### config.mk
export PLATFORM = sky130hd
export DESIGN_NAME = pc_ir_fetch
export DESIGN_NICKNAME = d
export VERILOG_FILES = /design/src/rtl/pc_ir_fetch_pkg.sv /design/src/rtl/next_pc_calc.sv /design/src/rtl/pc_ir_fetch.sv
export SDC_FILE = /design/constraint.sdc
export NUM_CORES = 1
export LEC_CHECK = 0
export ABC_AREA = 1
export BUFFER_PORTS_ARGS = -buffer_cell sky130_fd_sc_hd__buf_4
export CORE_ASPECT_RATIO = 0.75
export CORE_UTILIZATION = 45
export DETAILED_ROUTE_END_ITERATION = 10
export GPL_TIMING_DRIVEN = 0
export PLACE_DENSITY = 0.73
export SYNTH_ARGS = -nofsm -noshare
export SYNTH_HDL_FRONTEND = slang
export SYNTH_SLANG_ARGS = --single-unit
### constraint.sdc
create_clock -name CLK -period 4.45 [get_ports CLK]
set_clock_uncertainty 0.15 [all_clocks]
set_input_delay 0.6675 -clock CLK [delete_from_list [all_inputs] [get_ports CLK]]
set_output_delay 0.6675 -clock CLK [all_outputs]
set_load 0.02 [all_outputs]
### src/rtl/pc_ir_fetch_pkg.sv
// Shared CPU definitions for the fetch side: PC-source encodings, fetch FSM states
// and the instruction memory size.
package pc_ir_fetch_pkg;

  typedef enum logic [1:0] {
    PCSRC_NEXT   = 2'b00,
    PCSRC_BRANCH = 2'b01,
    PCSRC_REG    = 2'b10,
    PCSRC_JUMP   = 2'b11
  } pcsrc_e;

  typedef enum logic [1:0] {
    StIdle  = 2'b00,
    StRun   = 2'b01,
    StFault = 2'b10
  } fetch_state_e;

  // Also used to size the instruction memory itself.
  localparam int unsigned IMEM_SIZE = 100;

endpackage

### src/rtl/next_pc_calc.sv
// Combinational next-PC generation and fetch-target legality check.
module next_pc_calc
  import pc_ir_fetch_pkg::*;
#(
  parameter int unsigned ImemBytes = IMEM_SIZE
) (
  input  logic [31:0] pc_i,
  input  logic [1:0]  pcsrc_i,
  input  logic [31:0] immediate_i,
  input  logic [31:0] regrs_i,
  input  logic [25:0] jumpaddr_i,
  output logic [31:0] pc4_o,
  output logic [31:0] npc_o,
  output logic        npc_ok_o
);

  localparam logic [31:0] MaxPc = 32'(ImemBytes - 4);

  assign pc4_o = pc_i + 32'd4;

  always_comb begin
    npc_o = pc4_o;
    unique case (pcsrc_e'(pcsrc_i))
      PCSRC_NEXT:   npc_o = pc4_o;
      // Immediate is a word offset; the top two bits fall off the shift.
      PCSRC_BRANCH: npc_o = pc4_o + {immediate_i[29:0], 2'b00};
      PCSRC_REG:    npc_o = regrs_i;
      PCSRC_JUMP:   npc_o = {pc4_o[31:28], jumpaddr_i, 2'b00};
      default:      npc_o = pc4_o;
    endcase
  end

  assign npc_ok_o = (npc_o[1:0] == 2'b00) && (npc_o <= MaxPc);

endmodule

### src/rtl/pc_ir_fetch.sv
// Program counter, instruction register and fetch FSM for the multiple-cycle CPU.
// A fetch to a misaligned or out-of-range target parks the block in FAULT until reset.
module pc_ir_fetch
  import pc_ir_fetch_pkg::*;
#(
  parameter logic [31:0] RESET_PC   = 32'h0000_0000,
  parameter int unsigned IMEM_BYTES = IMEM_SIZE
) (
  input  logic        CLK,
  input  logic        Reset,
  input  logic        PCWre,
  input  logic [1:0]  PCSrc,
  input  logic [31:0] Immediate,
  input  logic [31:0] RegRs,
  input  logic [25:0] JumpAddr,
  input  logic        IRWre,
  input  logic [31:0] IDataIn,
  output logic [31:0] IAddr,
  output logic        InsMemRW,
  output logic [31:0] PC,
  output logic [31:0] PC4,
  output logic [31:0] IR,
  output logic        Fault,
  output logic [31:0] FetchCount
);

  fetch_state_e state_q, state_d;
  logic [31:0]  pc_q, pc_d;
  logic [31:0]  ir_q, ir_d;
  logic [31:0]  cnt_q, cnt_d;
  logic         fault_q, fault_d;
  logic [31:0]  npc;
  logic         npc_ok;

  next_pc_calc #(
    .ImemBytes(IMEM_BYTES)
  ) u_next_pc_calc (
    .pc_i        (pc_q),
    .pcsrc_i     (PCSrc),
    .immediate_i (Immediate),
    .regrs_i     (RegRs),
    .jumpaddr_i  (JumpAddr),
    .pc4_o       (PC4),
    .npc_o       (npc),
    .npc_ok_o    (npc_ok)
  );

  always_comb begin
    state_d = state_q;
    pc_d    = pc_q;
    ir_d    = ir_q;
    cnt_d   = cnt_q;
    fault_d = fault_q;
    unique case (state_q)
      StIdle: state_d = StRun;
      StRun: begin
        // IR loads from the old PC even when the PC update faults.
        if (IRWre) begin
          ir_d  = IDataIn;
          cnt_d = cnt_q + 32'd1;
        end
        if (PCWre) begin
          if (npc_ok) begin
            pc_d = npc;
          end else begin
            fault_d = 1'b1;
            state_d = StFault;
          end
        end
      end
      StFault: state_d = StFault;
      default: state_d = StIdle;
    endcase
  end

  always_ff @(posedge CLK or negedge Reset) begin
    if (!Reset) begin
      state_q <= StIdle;
      pc_q    <= RESET_PC;
      ir_q    <= 32'h0;
      cnt_q   <= 32'h0;
      fault_q <= 1'b0;
    end else begin
      state_q <= state_d;
      pc_q    <= pc_d;
      ir_q    <= ir_d;
      cnt_q   <= cnt_d;
      fault_q <= fault_d;
    end
  end

  assign PC         = pc_q;
  assign IAddr      = pc_q;
  assign IR         = ir_q;
  assign FetchCount = cnt_q;
  assign Fault      = fault_q;
  assign InsMemRW   = (state_q == StRun);

endmodule

==> flow_summary.ini, run 1 <==
[setup_path]
crit_path_frequent_cell = nand2_1
cpPeakStageDelay_ps = 460
startpoint_type = flip-flop
critical_path_class = flip-flop to flip-flop
cp_slowest_cell = dfrtp_2
crit_fanout = 10
cpLargestDelayFamily = simple AND/OR/NAND/NOR gates
worstPathArrival_ps = 4290
path_buf_inv = 7
endpoint_kind = flip-flop
critPathRequiredTime_ps = 4540

[sta]
relSlewSlack_pct = 18.6
hold_viol = 0
fmax_mhz = 238
tightest_slew_ps = 1220
finalCriticalPeriod_ps = 4200
period_share_pct = 94.3
slew_violations = 0
worst_hold_slack_ps = 328
setup_viol = 0

[layout]
diodes = 0
multiInputGateArea_um2 = 5060
fillCellCount = 1796
layout_common_cells = 528 x nand2_1, 334 x buf_4, 203 x inv_1
layout.cells.non_filler = 1920
fin_nets = 1831
area_growth_pct = 36.1
final_common_cell = nand2_1
seqCellArea_um2 = 2500
drive_above_1_share_pct = 27.9

[place]
dp.cells = 1893
portBuffers = 286
dp_hpwl_um = 24500
gp_congestion = 0.957

[route]
routed_wl_um = 30000
vias = 9545
ant_nets = 0
wl_per_cell_um = 15.6
drt-vias-per-instance = 4.97
drt_iter0_drc = 891
drt-pass1-iter-count = 5
drc_errors = 0

[cts]
clock_latency_ps = 350
clk_path_buf_depth = 2
clock-sinks = 99
cts_tree = built
htreeDepth = 3
cts.clk_slew.worst_paths_ps = 80
clockRootBuffer = clkbuf_16
cts_made_buffers = 9
ctsHoldBuffers = 0

[synth]
syn_inst = 1360
ys_ff_latch = 99
synthDistinctLibCells = 47
yosysSeqAreaShare_pct = 29.0
synth-edff-count = 0
synthArstFlopShare_pct = 100
ys_warn_count = 0
synth_area_um2 = 8540
yosysTopAreaCell = dfrtp_1
synth.avg_cell_area_um2 = 6.28
synth-main-ff-cell = dfrtp_1
synth_area_leaders = dfrtp_1 29%, nand2_1 23%, inv_1 9.0%
yosysTopAreaCellShare_pct = 29.0
synthesis.nets = 1523

[global_routing]
grt_max_degree = 100
grt_pass1_wl_um = 45200
grt_remaining_overflow = 0
grt_pass1_vias = 8558
antenna_found_initial = 0
track_usage_pct = 30.1

[run_status]
outcome = complete, no violations

[floorplanning]
rows = 43
coreArea_um2 = 18600
die_area_um2 = 19500
dieHeight_um = 121
die_x_um = 161
ios = 290
initial_core_util_pct = 46.0

[power_and_ir_drop]
vdd_drop_max_mv = 0.333
p_leak_nw = 6.79
p_per_area_nw_per_um2 = 262

[min_path]
hold_class = flip-flop to flip-flop

[job]
drv_cap = 0
-- through the flow --
step	setup slack, ps	setup TNS [ps]	area [um^2]	power [W]	util, %
5_1_grt	-31.0	-279	11600	0.00323	62.6
3_3_place_gp	-292	-9170	11000	0.00220	59.3
6_report	253	0	11600	0.00305	62.6
2_1_floorplan	587	0	8540	0.00173	-
4_1_cts	14.4	0	11400	0.00306	61.2
3_5_place_dp	-359	-11380	11000	0.00223	59.3
-- worst paths after layout --
path / start / endpoint / slack (ps) / depth (start not counted)
max: IAddr[3]$_DFFE_PN0P_ / IAddr[22]$_DFFE_PN0P_ / 250 / 27
min: FetchCount[31]$_DFFE_PN0P_ / FetchCount[31]$_DFFE_PN0P_ / 330 / 1
max reg2reg: IAddr[3]$_DFFE_PN0P_ / IAddr[22]$_DFFE_PN0P_ / 250 / 27
min reg2reg: FetchCount[31]$_DFFE_PN0P_ / FetchCount[31]$_DFFE_PN0P_ / 330 / 1
max in group asynchronous: Reset / IAddr[2]$_DFFE_PN0P_ / 2870 / 1
min in group asynchronous: Reset / FetchCount[31]$_DFFE_PN0P_ / 410 / 1
-- power by group --
group	internal [W]	switching, W	leakage [nW]	total [W]
logic	0.000434	0.000617	5.36	0.00105
clock network	0.000453	0.000375	0.153	0.000828
registers	0.00106	0.000108	1.28	0.00117
-- metal layers --
metal  vias up  share of wire [%]  track usage (%)
met5         -                  0                0
met4         0                1.3             5.25
met3        30                 10             8.51
met2       410                 42             44.0
met1      4300                 47             43.9
li1       4805                  -                -
-- cells in the mapped netlist (all sizes together) (3+ instances only) --
master / number
a21oi: 26
a221oi: 6
a22o: 6
and2: 3
buf: 48
clkbuf: 8
dfrtp: 99
ha: 34
inv: 217
nand2: 539
nand3: 122
nand3b: 13
nand4: 20
nor2: 115
nor3: 14
nor4: 5
o21ai: 22
o21bai: 3
o22ai: 4
or2: 7
xnor2: 14
xor2: 26
-- final cells by class --
type	count	area share [%]
Buffer	56	3.38
Clock buffer	9	1.94
Clock inverter	7	0.807
Inverter	218	7.04
Multi-Input combinational cell	987	43.5
Sequential cell	99	21.5
Tap cell	247	2.66
Timing Repair Buffer	297	19.2
-- sequential cells by signal, summed over array words and instances (netlist names) --
signal and flops:
Fault 1, FetchCount 32, IAddr 32, IR 32, state_q 2
-- cell families (layout without fill, tap and decap cells) --
family / Yosys count / in the layout / share of synthesized area [%]
AND/OR/NAND/NOR: 840 / 840 / 42.5
buffers and inverters: 274 / 587 / 14.1
flip-flops: 99 / 99 / 29.0
adder cells (fa/ha/maj): 35 / 35 / 5.21
AO/OA/AOI/OAI: 72 / 72 / 5.04
XOR/XNOR: 40 / 40 / 4.10
-- worst register-to-register path, cell delays in order (launching register included) --
cell,delay [ps]
dfrtp_2,460
buf_4,150
nand3_2,110
inv_1,100
nand2_1,90
inv_1,110
or2_1,240
nand2_1,80
inv_1,90
ha_1,370
nand2_1,130
nor2_1,240
inv_1,70
nor2_1,160
nand3_2,140
nand3_1,160
nand2_1,60
nand3_1,90
nand2_1,70
nand2_1,60
nand2_1,60
nor2_2,140
nand3_1,150
nor2_4,190
nand3_4,140
buf_6,180
nand2_1,80
inv_2,30
-- timing repair --
item / CTS / global route
setup endpoints to repair: 35 / 35
buffers inserted: 2 / 9
pin swaps: 0 / 7
gates resized for setup: 8 / 59
Note: power is estimated with default switching activity, not from simulation.
==> run 2: changes to the inputs <==
CORE_ASPECT_RATIO = 1.25   (was 0.75)
==> run 2 against run 1 <==
Against the previous run:
- the run now ends with DRC left
- sequential cell count is the same
- final cell count shrank 0.99%
- die area hardly changed
- sequential share of layout area up 0.15 points
- maximum frequency down 1.1%
- largest cell class unchanged
- register-to-register slack got worse by 50 ps
- sequential power barely moved
- clock power decreased by 5.3%
- critical path depth fell by 2
- highest routed layer unchanged
==> flow_summary.ini, run 2 (synthesized netlist as in run 1, its figures left out) <==
[floorplanning]
rows = 56
coreArea_um2 = 18700
die_x_um = 125
dieHeight_um = 156
initial_core_util_pct = 45.7
die_area_um2 = 19500
ios = 290

[run_status]
outcome = finished with violations
failed_checks = DRC

[global_routing]
antenna_found_initial = 0
track_usage_pct = 29.0
grt_max_degree = 100
grt_remaining_overflow = 0
grt_pass1_vias = 9146
grt_pass1_wl_um = 44400

[setup_path]
critical_path_class = flip-flop to flip-flop
startpoint_type = flip-flop
r2r-start = IAddr[4]$_DFFE_PN0P_
r2r-end = IAddr[25]$_DFFE_PN0P_
ff2ff_path_depth = 25
crit_fanout = 10
worstPathArrival_ps = 4320
critPathRequiredTime_ps = 4520
endpoint_kind = flip-flop
r2r_setup_slack_ps = 210

[route]
vias = 9460
ant_nets = 0
drt-vias-per-instance = 4.98
drc_errors = 14
drt_iter0_drc = 411
drt-pass1-iter-count = 8
wl_per_cell_um = 15.2
routed_wl_um = 28800

[sta]
tightest_slew_ps = 1230
hold_viol = 0
finalCriticalPeriod_ps = 4240
period_share_pct = 95.4
setup_viol = 0
slew_violations = 0
worst_hold_slack_ps = 332
relSlewSlack_pct = 18.1
fmax_mhz = 236
worst_slack_ps = 207

[place]
dp_hpwl_um = 23900
gp_congestion = 1.05
dpl_worst_slack_ps = -206
portBuffers = 286

[job]
drv_cap = 0

[cts]
cts_tree = built
htreeDepth = 3
cts.clk_slew.worst_paths_ps = 70
clockRootBuffer = clkbuf_16
clock-sinks = 99
clk_path_buf_depth = 2
cts_made_buffers = 9
clock_latency_ps = 330

[layout]
layout_common_cells = 532 x nand2_1, 331 x buf_4, 204 x inv_1
final_common_cell = nand2_1
drive_above_1_share_pct = 27.0
area_growth_pct = 35.1
fin_nets = 1828
diodes = 0

[power_and_ir_drop]
vdd_drop_max_mv = 0.446
p_per_area_nw_per_um2 = 260
p_leak_nw = 6.75

[min_path]
hold_class = flip-flop to flip-flop
min_path_cells = 2
worstHoldEndpoint = IR[24]$_DFFE_PN0P_
min-delay-start = IR[24]$_DFFE_PN0P_
-- run 2: worst max-delay path by stage --
stage | startpoint | endpoint | slack, ps | depth (start not counted)
2_1_floorplan | IAddr[2]$_DFFE_PN0P_ | IAddr[5]$_DFFE_PN0P_ | 590 | 27
3_3_place_gp | IAddr[2]$_DFFE_PN0P_ | IAddr[0]$_DFFE_PN0P_ | -210 | 27
3_5_place_dp | IAddr[2]$_DFFE_PN0P_ | IAddr[24]$_DFFE_PN0P_ | -210 | 27
4_1_cts | IAddr[2]$_DFFE_PN0P_ | IAddr[25]$_DFFE_PN0P_ | 50 | 27
5_1_grt | IAddr[4]$_DFFE_PN0P_ | IAddr[30]$_DFFE_PN0P_ | -30 | 27
6_report | IAddr[4]$_DFFE_PN0P_ | IAddr[25]$_DFFE_PN0P_ | 210 | 25
-- run 2: layout make-up --
class                      count  area, um^2
buffer                        56         387
clock buffer                  11         253
clock inverter                 4        50.0
fill                        1849        7170
inverter                     218         818
multi-input combinational    987        5040
sequential                    99        2500
tap                          232         290
timing repair buffer         294        2210
-- run 2: routing by layer --
metal	wire (um)	vias up	track usage, %	part of all wire (%)
li1	-	4799	-	-
met1	11300	4277	31.1	39
met2	14900	316	55.5	52
met3	1500	68	4.29	5.2
met4	1200	0	13.9	4.2
met5	0	-	0	0
-- run 2: critical path, cell delays in order (launching register included) --
cell	delay, ps
dfrtp_1	360
buf_2	200
nand2_1	80
nor2_2	140
nand2_2	110
nor2_2	160
nand3_1	100
or2_2	300
nand2_1	190
ha_4	190
nand2_1	120
nor2_2	180
inv_1	60
nor2_1	150
nand3_1	190
nand3_1	180
nand3_1	120
nand2_1	80
nand2_1	40
nand3_1	90
nand4_1	160
nor2_4	280
nand3_4	170
buf_6	180
nand2_1	90
inv_2	40
-- run 2: repair_timing --
action | in CTS | in global routing
setup buffers | 1 | 7
pin swaps | 2 | 2
hold buffers | 0 | 0
setup endpoints to repair | 35 | 35
resized for setup | 9 | 39
-- run 2: power by group --
group | switching [W] | leakage, nW | total [W] | internal (W)
clock network | 0.000321 | 0.144 | 0.000784 | 0.000462
logic | 0.000611 | 5.32 | 0.00104 | 0.000433
registers | 0.000113 | 1.28 | 0.00118 | 0.00106
total | 0.00104 | 6.75 | 0.00300 | 0.00196
-- run 2: per-stage QoR --
step           instance area [um^2]  TNS [ps]  total power, W  instances  util [%]
2_1_floorplan                  8540         0         0.00173       1360         -
3_3_place_gp                  11000     -6230         0.00221       1878      58.7
3_5_place_dp                  11000     -5950         0.00223       1878      58.7
4_1_cts                       11300         0         0.00302       1894      60.5
5_1_grt                       11500      -118         0.00317       1901      61.7
6_report                      11500         0         0.00300       1901      61.7
